### src/rtl/sevenseg_scan.sv
// Time-multiplexed driver for a 4-digit common-anode seven-segment display.
// Snapshots the BCD digits once per frame and decodes with leading-zero blanking.
module sevenseg_scan #(
  parameter int unsigned REFRESH_DIV = 100000,
  parameter int unsigned DP_DIGIT    = 2,
  parameter bit          BLANK_LZ    = 1'b1
) (
  input  logic       clk,
  input  logic       reset,
  input  logic       en,
  input  logic [3:0] d0,
  input  logic [3:0] d1,
  input  logic [3:0] d2,
  input  logic [3:0] d3,
  output logic [3:0] an,
  output logic [6:0] seg,
  output logic       dp
);

  localparam int unsigned PW = (REFRESH_DIV > 1) ? $clog2(REFRESH_DIV) : 1;
  localparam logic [PW-1:0] TERM   = PW'(REFRESH_DIV - 1);
  localparam logic [1:0]    DP_SEL = 2'(DP_DIGIT);

  logic [PW-1:0]    prescaler;
  logic [1:0]       idx;
  logic [3:0][3:0]  shadow;

  logic             tick;
  logic [1:0]       idx_nx;
  logic [3:0][3:0]  shadow_nx;
  logic [3:0]       digit;
  logic [3:0]       zero_from;
  logic [3:0]       lz_mask;
  logic             blank;
  logic [6:0]       seg_dec;
  logic [3:0]       an_nx;
  logic [6:0]       seg_nx;
  logic             dp_nx;

  always_comb begin
    tick   = (prescaler == TERM);
    idx_nx = idx + 2'd1;
    // Decode from the snapshot being taken on the wrap, so digit 0 of a
    // frame already shows the freshly captured value.
    shadow_nx = (idx == 2'd3) ? {d3, d2, d1, d0} : shadow;
    digit     = shadow_nx[idx_nx];

    zero_from[3] = (shadow_nx[3] == 4'd0);
    zero_from[2] = zero_from[3] && (shadow_nx[2] == 4'd0);
    zero_from[1] = zero_from[2] && (shadow_nx[1] == 4'd0);
    zero_from[0] = zero_from[1] && (shadow_nx[0] == 4'd0);

    lz_mask = '0;
    for (int unsigned k = 0; k < 4; k++) begin
      lz_mask[k] = BLANK_LZ && (k > DP_DIGIT);
    end
    blank = lz_mask[idx_nx] && zero_from[idx_nx];

    case (digit)
      4'd0:    seg_dec = 7'h40;
      4'd1:    seg_dec = 7'h79;
      4'd2:    seg_dec = 7'h24;
      4'd3:    seg_dec = 7'h30;
      4'd4:    seg_dec = 7'h19;
      4'd5:    seg_dec = 7'h12;
      4'd6:    seg_dec = 7'h02;
      4'd7:    seg_dec = 7'h78;
      4'd8:    seg_dec = 7'h00;
      4'd9:    seg_dec = 7'h10;
      default: seg_dec = 7'h3F;
    endcase

    seg_nx = blank ? 7'h7F : seg_dec;
    an_nx  = en ? ~(4'b0001 << idx_nx) : 4'b1111;
    dp_nx  = ~(en && (idx_nx == DP_SEL));
  end

  always_ff @(posedge clk or negedge reset) begin
    if (!reset) begin
      prescaler <= '0;
      idx       <= 2'd3;
      shadow    <= '0;
      an        <= '1;
      seg       <= '1;
      dp        <= 1'b1;
    end else begin
      prescaler <= tick ? '0 : prescaler + 1'b1;
      if (tick) begin
        idx    <= idx_nx;
        shadow <= shadow_nx;
        an     <= an_nx;
        seg    <= seg_nx;
        dp     <= dp_nx;
      end
    end
  end

endmodule

### config.mk
export PLATFORM = sky130hd
export DESIGN_NAME = sevenseg_scan
export DESIGN_NICKNAME = d
export VERILOG_FILES = /design/src/rtl/sevenseg_scan.sv
export SDC_FILE = /design/constraint.sdc
export NUM_CORES = 1
export LEC_CHECK = 0
export ABC_AREA = 1
export BUFFER_PORTS_ARGS = -buffer_cell sky130_fd_sc_hd__clkbuf_2
export CAP_MARGIN = 20
export CORE_MARGIN = 8
export CORE_UTILIZATION = 61
export CTS_BUF_LIST = sky130_fd_sc_hd__clkbuf_8
export CTS_CLUSTER_SIZE = 40
export DETAILED_ROUTE_END_ITERATION = 10
export PLACE_DENSITY_LB_ADDON = 0.2
export SYNTH_ARGS = -nofsm -noshare
export SYNTH_HDL_FRONTEND = slang
export SYNTH_SLANG_ARGS = --single-unit
### constraint.sdc
create_clock -name clk -period 2.65 [get_ports clk]
set_input_delay 0.265 -clock clk [delete_from_list [all_inputs] [get_ports clk]]
set_output_delay 0.265 -clock clk [all_outputs]
set_load 0.01 [all_outputs]
==> results.rst <==
.. list-table::
   :header-rows: 1

   * - Metric
     - Value
   * - Die area
     - 7250 um^2
   * - Starting DRC count in detailed routing
     - approximately 100
   * - Mapped cell area
     - between 2000 and 3000 um^2
   * - Category of the worst setup path capture point
     - register
   * - Maximum frequency from static timing analysis
     - 413 MHz
   * - Iteration count of the initial detailed-routing pass
     - 4
   * - Worst relative slew slack
     - around 64%
   * - Total number of vias
     - roughly 2,400
   * - Fill cell total of the finished layout
     - around 400
   * - DRC violations left
     - 0
   * - Worst-margin pin slew
     - roughly 540 ps
   * - Syn-to-layout area delta
     - 10.6%
   * - Clock insertion delay at the later pin of the skew report
     - approximately 300 ps
   * - RSZ-0062 raised after global routing
     - false
   * - Share of cells above drive strength 1
     - 24.8%
   * - Min Clock Period, post-route
     - around 2400 ps
   * - Hold/Removal Path Class
     - in -> reg
   * - Classification of the worst setup path
     - reg -> reg
   * - Critical path's largest stage delay
     - 630 ps
   * - Die H
     - ~85 um
   * - Post-Route Skew
     - between 6 and 7 ps
   * - Number of buffers inserted by port buffering
     - 30
   * - Number of buffers created by CTS
     - 5
   * - Power consumption
     - between 1000 and 1500 uW
   * - Drt wl/cell
     - 12.8 um
   * - Per-cell via count in the routed design
     - 5.12
   * - Remaining antenna violation count after routing
     - 0
   * - Sum of negative setup slack
     - 0 ps
   * - Most common cell after layout, fill and taps aside
     - sky130_fd_sc_hd__nand2_1
   * - Clock tree from TritonCTS
     - yes
   * - Number of storage elements in the synthesis netlist
     - 46
   * - Top fanout value on the critical path
     - 10
   * - Number of setup buffers added after CTS
     - 0
   * - Largest family of logic cells by synthesized area
     - simple AND/OR/NAND/NOR gates
   * - Number of levels the H-tree was split into
     - 2
   * - Synthesized-area fraction occupied by adder cells
     - roughly 4.7%
   * - Antenna violations before repair
     - 0
   * - Core area
     - between 4000 and 5000 um^2
   * - Post-Synth Simple-Gate Area
     - 36.4%
   * - Total routing usage reported by global routing
     - 18.0%
   * - Count of cell types in the netlist
     - 36
   * - Number of nets produced by synthesis
     - between 400 and 500
   * - Clock root buffer
     - sky130_fd_sc_hd__clkbuf_8
   * - Fraction of synthesized cell area in xor and xnor cells
     - 2.10%
   * - Wire length of the first global-routing pass
     - approximately 11,000 um
   * - Count of buffer and inverter cells on the critical path
     - 4
   * - Top flip-flop cell by instance count after synthesis
     - sky130_fd_sc_hd__dfrtp_1
   * - Result of the run
     - completed
   * - Number of max-cap violations
     - 0
   * - Routability cong.
     - ~0.9
   * - Top Family by Delay on Critical Path
     - simple AND/OR/NAND/NOR gates
   * - Portion of the clock cycle consumed by the worst path in the final layout
     - approximately nine tenths
   * - Post-synthesis cell type with the largest combined area
     - sky130_fd_sc_hd__dfrtp_1
   * - Cell leakage power
     - about 0.0017 uW
   * - Standard-cell row count
     - 25
   * - Share of cell area taken by muxes after synthesis
     - 0%
   * - I/O pin count
     - 31
   * - Post-Place Cell Area
     - between 3000 and 4000 um^2
   * - Power per cell area
     - 389 nW/um^2
   * - Post-synth EDFFs
     - 0
   * - Proportion of synthesized flip-flops having asynchronous set or reset
     - between 90% and 100%
   * - Clock-pin slew reported for the worst setup and hold paths after clock tree synthesis
     - around 90 ps
   * - Number of max-slew violations in the final report
     - 0
   * - Post-synth top area share
     - 28.3%
   * - GRT overflow
     - 0
   * - Critical Path, Cell by Cell
     - inv_2 > ha_1 > inv_2 > nor2_2 > o211ai_2 > nand2_1 > nor2_2 > inv_1 > ha_1 > nand3b_1 > nand3_1 > nand3_1 > nand2_1 > inv_1
   * - Most frequent cells in the layout
     - sky130_fd_sc_hd__nand2_1, sky130_fd_sc_hd__inv_1, sky130_fd_sc_hd__nor2_1
   * - Number of global-route vias before repair
     - between 2,000 and 2,500
   * - Placed wire-length estimate
     - 4590 um
   * - Detailed Route WL
     - roughly 6000 um
   * - Top cells by area in the synthesized netlist
     - sky130_fd_sc_hd__dfrtp_1, sky130_fd_sc_hd__nand2_1, sky130_fd_sc_hd__dfstp_2
   * - Final design utilization
     - between 60% and 70%
   * - Crit path DAT
     - 2670 ps
   * - Width of the chip
     - 85.2 um
   * - Synth Area in Compound Gates
     - 7.03%
   * - Clock Path Buffers
     - 2
   * - Total number of nets in the final design
     - 444
   * - Initial core utilization
     - 62.6%
   * - Number of clock sinks
     - between 40 and 50
   * - Gate count of the mapped netlist
     - 380
   * - Number of endpoints failing setup at the final stage
     - 0
   * - Share of synthesized area occupied by flip-flops and latches
     - 40.0%
   * - CP Data Required Time
     - 2900 ps
   * - Number of hold violations in the final report
     - 0
   * - Antenna cells
     - 0
   * - Mean area per synthesized cell
     - 7.68 um^2
   * - Slowest library cell on the worst path
     - sky130_fd_sc_hd__dfstp_2
   * - Worst supply voltage drop on vdd
     - ~300 uV
   * - Largest net degree at the start of global routing
     - 41
   * - Finished layout cell area
     - 3230 um^2
   * - Startpoint kind of the worst setup timing path
     - register
   * - Syn. warnings
     - 0
[registers in the layout, indices dropped and copies added (netlist names)]
signal and cells:
idx 2, shadow 16, an 4, seg 7
prescaler 17
[worst reg2reg max path: stages, from the launching register on]
cell and delay, ps:
sky130_fd_sc_hd__dfstp_2 630, sky130_fd_sc_hd__inv_2 140, sky130_fd_sc_hd__ha_1 360, sky130_fd_sc_hd__inv_2 120
sky130_fd_sc_hd__nor2_2 70, sky130_fd_sc_hd__o211ai_2 70, sky130_fd_sc_hd__nand2_1 80, sky130_fd_sc_hd__nor2_2 200
sky130_fd_sc_hd__inv_1 90, sky130_fd_sc_hd__ha_1 180, sky130_fd_sc_hd__nand3b_1 170, sky130_fd_sc_hd__nand3_1 100
sky130_fd_sc_hd__nand3_1 80, sky130_fd_sc_hd__nand2_1 60, sky130_fd_sc_hd__inv_1 30
[routing by layer]
layer  global-route usage (%)  vias to the layer above  share of wire (%)
met2                     31.3                       41                 49
li1                         -                     1261                  -
met1                     21.0                     1083                 46
met5                        0                        -                  0
met3                     3.86                       15                3.1
met4                     7.44                        0                2.3
[path summary, 6_finish.rpt]
kind | from | to | slack (ps) | cells after the start
worst max-delay path | idx[0] | seg[3] | 230 | 14
worst min-delay path | d0[0] | shadow[0] | 210 | 3
worst max register to register | idx[0] | seg[3] | 230 | 14
worst min register to register | prescaler[0] | prescaler[0] | 460 | 1
max in group asynchronous | reset | an[3] | 1480 | 4
min in group asynchronous | reset | prescaler[0] | 440 | 2
[area by class of cell]
cell class              instances  area (um^2)  share of cell area (%)
well taps                      54         67.6                    2.09
multi-input cells             273         1470                    45.5
repair buffers                 36          218                    6.74
flip-flops and latches         46         1170                    36.2
inverters                      52          198                    6.12
clock inverters                 3         41.3                    1.28
clock buffers                   5         68.8                    2.13
[power by group]
group	switching [uW]	leakage, uW	internal, uW	total (uW)
Clock	240	0.0000556	278	518
Sequential	0	0.000497	702	702
Combinational	20.1	0.00111	15.8	35.9
[per-stage QoR]
stage	instances	hold WS, ps	worst slack, ps
after floorplan	380	-30.6	437
after CTS	467	143	231
after global placement	459	452	321
after global routing	469	223	67.3
final	469	208	226
after detailed placement	459	454	234
[cells by family (layout without fill, tap and decap cells)]
logic type / Yosys count / in the layout
buffers and inverters: 61 / 96
DFF: 46 / 46
xor gates and xnor gates: 7 / 7
AOI/OAI and AO/OA: 35 / 35
adders and majority gates: 11 / 11
and+or+nand+nor: 220 / 220
[cells in the mapped netlist, drive strengths merged, types with 3 or more instances]
cell type  count
buf            8
nand4          3
inv           51
o21ai         20
dfrtp         33
dfstp         13
a31oi          8
nand3         32
or2            6
nor4           3
ha            11
nand2        112
and2           4
xor2           7
nor2          52
a21oi          4
nor3           6
[repair_timing]
| action | in CTS | in global routing |
|---|---|---|
| gates resized for setup | 0 | 0 |
| hold buffers | 0 | 1 |
| endpoints found under the hold margin | 0 | 13 |
Note: power is estimated with default switching activity, not from simulation.
